<file path="config.mk">
export PLATFORM = sky130hd
export DESIGN_NAME = overlap_framer
export DESIGN_NICKNAME = d
export VERILOG_FILES = /design/src/rtl/mfcc_pkg.sv /design/src/rtl/window_coef_rom.sv /design/src/rtl/overlap_framer.sv
export SDC_FILE = /design/constraint.sdc
export NUM_CORES = 1
export LEC_CHECK = 0
export CORE_MARGIN = 3
export CORE_UTILIZATION = 30
export DETAILED_ROUTE_END_ITERATION = 6
export PLACE_DENSITY_LB_ADDON = 0.2
export SYNTH_ARGS = -nofsm -noshare
export SYNTH_HDL_FRONTEND = slang
export SYNTH_HIERARCHICAL = 1
export SYNTH_SLANG_ARGS = --single-unit
</file>
<file path="constraint.sdc">
create_clock -name clk -period 3.29 [get_ports clk]
set_input_delay 0.4935 -clock clk [delete_from_list [all_inputs] [get_ports clk]]
set_output_delay 0.4935 -clock clk [all_outputs]
set_load 0.005 [all_outputs]
</file>
<file path="src/rtl/mfcc_pkg.sv">
// Shared definitions for the MFCC front end: default widths, framer state
// encoding and the log2 helper used to size pointers.
package mfcc_pkg;

    localparam int DEFAULT_DATA_WIDTH = 16;
    localparam int DEFAULT_COEF_WIDTH = 16;

    typedef enum logic [1:0] {
        ST_FILL = 2'd0,
        ST_EMIT = 2'd1,
        ST_HOP  = 2'd2
    } framer_state_e;

    function automatic int clog2(input int value);
        int r;
        r = 0;
        for (int i = 0; i < 32; i++) begin
            if ((1 << r) < value) r = r + 1;
        end
        return r;
    endfunction

endpackage

</file>
<file path="src/rtl/window_coef_rom.sv">
// Hamming window lookup, Q1.(COEF_WIDTH-1), table fixed at elaboration.
// Only instantiated when OVERLAP_FRAMER_WINDOW_EN is defined.
module window_coef_rom
    import mfcc_pkg::*;
#(
    parameter int FRAME_SIZE = 8,
    parameter int COEF_WIDTH = DEFAULT_COEF_WIDTH,
    localparam int IW = clog2(FRAME_SIZE)
) (
    input  logic [IW-1:0]         idx,
    output logic [COEF_WIDTH-1:0] coef
);

    // Cosine by Taylor series after folding the angle into [-pi, pi], so the
    // table does not depend on tool support for real math system functions.
    function automatic logic [COEF_WIDTH-1:0] hamming_coef(input int n);
        real pi;
        real x;
        real term;
        real c;
        real scaled;
        real max_c;
        pi = 3.14159265358979323846;
        x = 2.0 * pi * n / (FRAME_SIZE - 1);
        if (x > pi) x = x - 2.0 * pi;
        c = 1.0;
        term = 1.0;
        for (int k = 1; k <= 14; k++) begin
            term = -term * x * x / ((2 * k - 1) * (2 * k));
            c = c + term;
        end
        scaled = (0.54 - 0.46 * c) * (2.0 ** (COEF_WIDTH - 1));
        max_c = (2.0 ** (COEF_WIDTH - 1)) - 1.0;
        if (scaled > max_c) scaled = max_c;
        return COEF_WIDTH'($rtoi(scaled + 0.5));
    endfunction

    logic [COEF_WIDTH-1:0] coef_tab [FRAME_SIZE];

    for (genvar i = 0; i < FRAME_SIZE; i++) begin : g_tab
        localparam logic [COEF_WIDTH-1:0] COEF_I = hamming_coef(i);
        assign coef_tab[i] = COEF_I;
    end

    assign coef = coef_tab[idx];

endmodule

</file>
<file path="src/rtl/overlap_framer.sv">
// Overlapping framer with valid/ready on both sides; emits frames oldest-first.
// OVERLAP_FRAMER_WINDOW_EN selects Hamming windowing, otherwise rectangular.
//
// state | meaning
// FILL  | collecting the first FRAME_SIZE samples after reset
// EMIT  | streaming the buffered frame out, input stalled
// HOP   | collecting HOP_SIZE fresh samples before the next frame
module overlap_framer
    import mfcc_pkg::*;
#(
    parameter int DATA_WIDTH = DEFAULT_DATA_WIDTH,
    parameter int FRAME_SIZE = 8,
    parameter int HOP_SIZE   = 4,
    parameter int COEF_WIDTH = DEFAULT_COEF_WIDTH
) (
    input  logic                  clk,
    input  logic                  rst,
    input  logic [DATA_WIDTH-1:0] audio_in,
    input  logic                  valid_in,
    output logic                  ready_in,
    output logic [DATA_WIDTH-1:0] windowed_out,
    output logic                  valid_out,
    input  logic                  ready_out,
    output logic                  frame_start,
    output logic                  frame_last,
    output logic                  overrun
);

    localparam int PW = clog2(FRAME_SIZE);
    localparam logic [PW-1:0] FILL_LAST = PW'(FRAME_SIZE - 1);
    localparam logic [PW-1:0] HOP_LAST  = PW'(HOP_SIZE - 1);
    localparam logic [PW-1:0] IDX_LAST  = PW'(FRAME_SIZE - 1);

    framer_state_e         state_q, state_d;
    logic [PW-1:0]         wr_ptr_q, wr_ptr_d;
    logic [PW-1:0]         rd_idx_q, rd_idx_d;
    logic [PW-1:0]         cnt_q, cnt_d;
    logic                  issued_all_q, issued_all_d;
    logic                  ready_in_q, ready_in_d;
    logic                  valid_out_q, valid_out_d;
    logic                  frame_start_q, frame_start_d;
    logic                  frame_last_q, frame_last_d;
    logic                  overrun_q, overrun_d;
    logic [DATA_WIDTH-1:0] windowed_q, windowed_d;
    logic [DATA_WIDTH-1:0] buf_q [FRAME_SIZE];

    logic                  in_xfer;
    logic                  out_xfer;
    logic [PW-1:0]         rd_addr;
    logic [DATA_WIDTH-1:0] rd_sample;
    logic [DATA_WIDTH-1:0] win_sample;

    assign in_xfer   = valid_in && ready_in_q;
    assign out_xfer  = valid_out_q && ready_out;
    assign rd_addr   = wr_ptr_q + rd_idx_q;
    assign rd_sample = buf_q[rd_addr];

`ifdef OVERLAP_FRAMER_WINDOW_EN
    localparam int PROD_W = DATA_WIDTH + COEF_WIDTH + 1;
    localparam logic signed [PROD_W-1:0] HALF = PROD_W'(1) << (COEF_WIDTH - 2);

    logic [COEF_WIDTH-1:0]    coef;
    logic signed [PROD_W-1:0] product;
    logic signed [PROD_W-1:0] rounded;

    window_coef_rom #(
        .FRAME_SIZE (FRAME_SIZE),
        .COEF_WIDTH (COEF_WIDTH)
    ) u_coef_rom (
        .idx  (rd_idx_q),
        .coef (coef)
    );

    // Coefficient gets a zero sign bit so the multiply stays signed x unsigned.
    assign product    = PROD_W'($signed(rd_sample)) * PROD_W'($signed({1'b0, coef}));
    assign rounded    = product + HALF;
    assign win_sample = DATA_WIDTH'(rounded >>> (COEF_WIDTH - 1));
`else
    assign win_sample = rd_sample;
`endif

    always_comb begin
        state_d       = state_q;
        wr_ptr_d      = wr_ptr_q;
        rd_idx_d      = rd_idx_q;
        cnt_d         = cnt_q;
        issued_all_d  = issued_all_q;
        valid_out_d   = valid_out_q;
        windowed_d    = windowed_q;
        frame_start_d = frame_start_q;
        frame_last_d  = frame_last_q;
        overrun_d     = valid_in && !ready_in_q;

        if (in_xfer) wr_ptr_d = wr_ptr_q + PW'(1);

        case (state_q)
            ST_FILL, ST_HOP: begin
                if (in_xfer) begin
                    if (cnt_q == ((state_q == ST_FILL) ? FILL_LAST : HOP_LAST)) begin
                        cnt_d   = '0;
                        state_d = ST_EMIT;
                    end else begin
                        cnt_d = cnt_q + PW'(1);
                    end
                end
            end
            ST_EMIT: begin
                if (!issued_all_q && (!valid_out_q || ready_out)) begin
                    valid_out_d   = 1'b1;
                    windowed_d    = win_sample;
                    frame_start_d = (rd_idx_q == '0);
                    frame_last_d  = (rd_idx_q == IDX_LAST);
                    rd_idx_d      = rd_idx_q + PW'(1);
                    if (rd_idx_q == IDX_LAST) issued_all_d = 1'b1;
                end else if (out_xfer) begin
                    valid_out_d   = 1'b0;
                    frame_start_d = 1'b0;
                    frame_last_d  = 1'b0;
                    // Last sample of the frame just left: reopen the input.
                    if (issued_all_q) begin
                        issued_all_d = 1'b0;
                        state_d      = ST_HOP;
                    end
                end
            end
            default: state_d = ST_FILL;
        endcase

        ready_in_d = (state_d != ST_EMIT);
    end

    always_ff @(posedge clk or posedge rst) begin
        if (rst) begin
            state_q       <= ST_FILL;
            wr_ptr_q      <= '0;
            rd_idx_q      <= '0;
            cnt_q         <= '0;
            issued_all_q  <= 1'b0;
            ready_in_q    <= 1'b0;
            valid_out_q   <= 1'b0;
            windowed_q    <= '0;
            frame_start_q <= 1'b0;
            frame_last_q  <= 1'b0;
            overrun_q     <= 1'b0;
        end else begin
            state_q       <= state_d;
            wr_ptr_q      <= wr_ptr_d;
            rd_idx_q      <= rd_idx_d;
            cnt_q         <= cnt_d;
            issued_all_q  <= issued_all_d;
            ready_in_q    <= ready_in_d;
            valid_out_q   <= valid_out_d;
            windowed_q    <= windowed_d;
            frame_start_q <= frame_start_d;
            frame_last_q  <= frame_last_d;
            overrun_q     <= overrun_d;
        end
    end

    always_ff @(posedge clk) begin
        if (in_xfer) buf_q[wr_ptr_q] <= audio_in;
    end

    assign ready_in     = ready_in_q;
    assign valid_out    = valid_out_q;
    assign windowed_out = windowed_q;
    assign frame_start  = frame_start_q;
    assign frame_last   = frame_last_q;
    assign overrun      = overrun_q;

endmodule
</file>
# Yosys cells after proc, flatten, opt, wreduce, memory -nomap -nowiden

Memories as Yosys holds them, arrays and structs flattened. A register that Yosys moved wholly into a read port is not among the register bits.
Index checks and enable logic that the tools add are counted.

Memories: 1
Memory bits (writable): 128
Flip-flop bits (word level): 17
Output and inout bits: 21
Logic and storage cells: 53
Input port bits: 20

Memory list:

| name  | words | width | read ports | clocked after memory_dff | wr ports | line                 | text |
|---|---|---|---|---|---|---|---|
| buf_q | 8     | 16    | 1          | 1                        | 1        | overlap_framer.sv:45 | `logic [DATA_WIDTH-1:0] buf_q [FRAME_SIZE];` |

Reduce and logical (&&, ||, !) cells: 16
Muxes and demuxes: 16
Add/sub/neg operators: 4
Equality and inequality tests: 6

Operator list:

| cell                  | number |
|---|---|
| $mux W2               | 5 |
| $add A3 B1 Y3 const B | 3 |
| $mux W1               | 8 |
| $mux W3               | 2 |
| $reduce_and A2 Y1     | 3 |
| $logic_and A1 B1 Y1   | 4 |
| $ne A2 B1 Y1 const B  | 2 |
| $pmux W2 S2           | 1 |
| $add A3 B3 Y3         | 1 |
| $eq A3 B3 Y1          | 1 |
| $eq A3 B3 Y1 const B  | 1 |
| $logic_not A1 Y1      | 3 |
| $logic_not A3 Y1      | 1 |
| $reduce_and A3 Y1     | 1 |
| $eq A2 B1 Y1 const B  | 1 |
| $eq A2 B2 Y1 const B  | 1 |
| $logic_not A2 Y1      | 1 |
| $reduce_bool A2 Y1    | 1 |
| $reduce_or A2 Y1      | 1 |
| $logic_or A1 B1 Y1    | 1 |

# Logic depth before layout (Yosys ltp)

Word-level depth: 7
Gate-level depth with buffers: 7
Gate-level depth less buffers: 6

# Least setup slack after synthesis

No wires, ideal clock.

Kind: input -> register
Start: in valid_in
End: mem buf_q[0][0] in the netlist's numbering, enable pin
Arrival time: 2.062 ns
Slack: 0.819 ns
Required time: 2.881 ns
Buffers on the path: 0
Library setup time: 0.409 ns
Stages: 3
Cells stage by stage: nand2_1 or2_2 nor3_1

Longest elaborated chain between the ends: 3

Ends and longest elaborated chain:

| what                          | line                  | text |
|---|---|---|
| start, declared               | overlap_framer.sv:19  | `input logic valid_in,` |
| $logic_and A1 B1 Y1           | overlap_framer.sv:53  | `assign in_xfer = valid_in && ready_in_q;` |
| $mux W1                       | overlap_framer.sv:161 | `if (in_xfer) buf_q[wr_ptr_q] <= audio_in;` |
| $mux W1 (not written as such) | overlap_framer.sv:161 |  |
| end, declared                 | overlap_framer.sv:45  |  |

No other way between the ends.

# Final worst setup path

Start: reg wr_ptr_q[1]
End: reg windowed_q[0] (netlist: windowed_out[0]) (read register of buf_q)

Longest elaborated chain between the ends: 1

Ends and longest elaborated chain:

| what                   | line                  | text |
|---|---|---|
| start, declared        | overlap_framer.sv:35  | `logic [PW-1:0] wr_ptr_q, wr_ptr_d;` |
| start signal, assigned | overlap_framer.sv:147 | `wr_ptr_q <= wr_ptr_d;` |
| $add A3 B3 Y3          | overlap_framer.sv:55  | `assign rd_addr = wr_ptr_q + rd_idx_q;` |
| end, declared          | overlap_framer.sv:44  | `logic [DATA_WIDTH-1:0] windowed_q, windowed_d;` |

No other way between the ends.
A chain may end at the register's enable or synchronous reset.

==> results.toml <==
[cells_and_area]
seqCellArea_mm2 = 0.004669
final_nets = 393
n_fill_cell = 1906
layout-drive-gt1-share = 0.3140
layout_commonest_cell = "edfxtp_1"
num_antenna_cells = 0
final_cell_mix = "edfxtp_1, clkdlybuf4s50_1, dfrtp_1"
multi_input_area_mm2 = 0.001629
area_delta_synth_final_pct = 21.76

[critical_path]
crit_path_start_kind = "flip-flop"
cpPeakStageDelay_ns = 0.69
reg2reg_slack_ns = 0.78
crit_buf_inv = 1
r2r-end = "windowed_out[0]"
crit_required_ns = 3.60
cp_cell_sequence = "inv_1 -> fa_1 -> xnor3_2 -> mux2_2 -> mux2_2"
crit_slowest_cell = "xnor3_2"
r2r-start = "wr_ptr_q[1]"
arrival_ns = 2.82
worst-setup-path-type = "flip-flop to flip-flop"
crit_family = "XOR/XNOR gates"
worstSetupStartpoint = "wr_ptr_q[1]"
worstSetupEndpointType = "flip-flop"
reg2reg_depth = 5
worstPathMaxFanout = 16
cp_common_cell = "mux2_2"

[power]
clkPwrFrac = 0.223
p_switching_mw = 2.500
power_density_mw_per_mm2 = 1096
peakVddDrop_uv = 718.9
combPwrFrac = 0.443
pwr-share-seq = 0.334
leakage_nw = 2.699
intPower_mw = 6.033
switching_share = 0.2930

[drt]
drc_errors = 0
num_vias = 2934
routedWlPerCell_um = 18.73
via_per_inst = 4.521
drtPass1Iterations = 4
ant_nets = 0
drtIter0Drc = 226
totalWireLength_mm = 12.16

[flow_run]
cap_violations = 0

[yosys]
yosysUniqueCellTypes = 34
ys_seq_area_frac = 0.7302
yosysWarnings = 6
syn_nets = 331
syn_area_mm2 = 0.006395
synth.avg_cell_area_um2 = 21.04
netlist_instances = 304
ys_seq_elements = 161

[cts]
clock_latency_ns = 0.43
post_cts_buffers = 0
numCtsBuffers = 17
cts_resized = 0
cts.htree.levels = 4
cts_root_buf = "clkbuf_16"
cts_hold_buf = 0
clk_pin_slew_ns = 0.07
cts_sinks = 161
cts_max_path_buffers = 2
cts_tree = "yes"

[grt]
grt_pass1_vias = 3152
grt_max_degree = 34
grt_pass1_wl_mm = 18.81
overflow = 0
track_usage = 0.1090
antenna_found_initial = 0

[sta]
hold_viol = 0
hold_ws_ns = 0.4831
finClkSkew_ns = 0.01156
max_freq_ghz = 0.3980
grt_setup_unrepaired = "no"
setup_viol = 0
relSlewSlack = 0.5237
finalCritPeriodShare = 0.7637
slew_viol_final = 0
period_needed_ns = 2.513
tightest_slew_ns = 0.7106
setup_tns_ns = 0

[floorplan]
fp.coreArea_mm2 = 0.02056
boundaryPins = 41
fp.dieH_um = 152
rows = 52
die_width_um = 152
start_util = 0.3110
die_area_mm2 = 0.02310

[place]
gp_congestion = 0.6936
portBuffers = 40
dp_hpwl_mm = 7.187

[worst_hold_path]
hp-class = "input pin to async pin"

[outcome]
status = "finished clean"
## final cells by class
| class | instances | area share |
|---|---|---|
| Sequential cell | 161 | 0.5997 |
| Multi-Input combinational cell | 123 | 0.2092 |
| Timing Repair Buffer | 56 | 0.07006 |
| Clock buffer | 22 | 0.05962 |
| Tap cell | 270 | 0.04339 |
| Clock inverter | 10 | 0.01462 |
| Inverter | 7 | 0.003375 |
## state kept, by name, summed over array words and instances (netlist names)
name	count
issued_all_q	1
overrun	1
valid_out	1
ready_in	1
buf_q	128
wr_ptr_q	3
cnt_q	3
windowed_out	16
frame_last	1
rd_idx_q	3
state_q	2
frame_start	1
## synth_stat cells (all sizes together)
library cell / instances / area (um2)
nand4: 1 / 6.260
a21o: 1 / 7.510
inv: 7 / 26.28
dfrtp: 33 / 825.8
and3: 1 / 6.260
nand4b: 2 / 17.52
or2: 1 / 6.260
o21a: 1 / 7.510
mux4: 32 / 720.7
a211o: 1 / 8.760
nand2b: 2 / 12.51
ha: 6 / 75.07
xnor2: 2 / 17.52
buf: 11 / 83.83
o21ai: 6 / 30.03
nor4b: 1 / 15.01
fa: 1 / 20.02
o31ai: 1 / 7.510
nor2: 7 / 26.28
nand3: 3 / 15.01
edfxtp: 128 / 3844
clkbuf: 2 / 7.510
nand3b: 1 / 7.510
a22o: 1 / 8.760
mux2i: 3 / 30.03
nor3: 2 / 10.01
nand2: 7 / 26.28
mux2: 36 / 480.5
nor2b: 2 / 12.51
xor2: 1 / 8.760
xnor3: 1 / 23.77
## worst register-to-register path: stages, from the launching register on
cell and delay, ns:
dfrtp_1 0.47, inv_1 0.13, fa_1 0.44, xnor3_2 0.69, mux2_2 0.41, mux2_2 0.26
## how the worst max path moves through the flow
| stage | end | slack, ns | cells after the start |
|---|---|---|---|
| 6_report | windowed_out[0] | 0.78 | 5 |
| 2_1_floorplan | buf_q[0][0] | 0.82 | 3 |
| 4_1_cts | windowed_out[2] | 0.74 | 5 |
| 3_3_place_gp | buf_q[1][11] | 0.69 | 4 |
| 3_5_place_dp | buf_q[1][15] | 0.66 | 4 |
| 5_1_grt | windowed_out[0] | 0.65 | 5 |
## logic make-up (layout without fill, tap and decap cells)
logic type / Yosys count / count (layout) / share of synthesized area
DFF: 161 / 161 / 0.7302
xor gates and xnor gates: 4 / 4 / 0.007827
muxes: 71 / 71 / 0.1925
AOI/OAI and AO/OA: 11 / 11 / 0.01096
adders and majority gates: 7 / 7 / 0.01487
and+or+nand+nor: 30 / 30 / 0.02524
buffers and inverters: 20 / 95 / 0.01839
## power groups by stage
stage / logic [mW] / registers [mW] / clock network [mW]
global placement: 3.84 / 2.89 / 0
detailed placement: 3.88 / 2.89 / 0
floorplan: 2.93 / 2.81 / 0
CTS: 3.89 / 2.86 / 1.95
global route: 4.08 / 2.90 / 2.05
finish: 3.78 / 2.85 / 1.90
## through the flow
| stage | total power [mW] | setup slack, ns | cell area [um2] | std cells | utilization |
|---|---|---|---|---|---|
| floorplan | 5.742 | 0.8185 | 6395 | 304 | - |
| global placement | 6.728 | 0.6860 | 7208 | 617 | 0.3506 |
| detailed placement | 6.771 | 0.6556 | 7208 | 617 | 0.3506 |
| CTS | 8.700 | 0.7437 | 7786 | 649 | 0.3787 |
| global route | 9.030 | 0.6473 | 7786 | 649 | 0.3787 |
| finish | 8.533 | 0.7773 | 7786 | 649 | 0.3787 |
## routing by layer
metal,part of all wire,track usage,wire length [um],vias to the layer above
met5,0,0,0,-
met4,0.013,0.03981,155,0
met3,0.037,0.03356,446,12
met2,0.47,0.1685,5717,53
met1,0.48,0.1460,5836,1534
li1,-,-,-,1335
No activity file was read; power rests on OpenSTA's default activity.
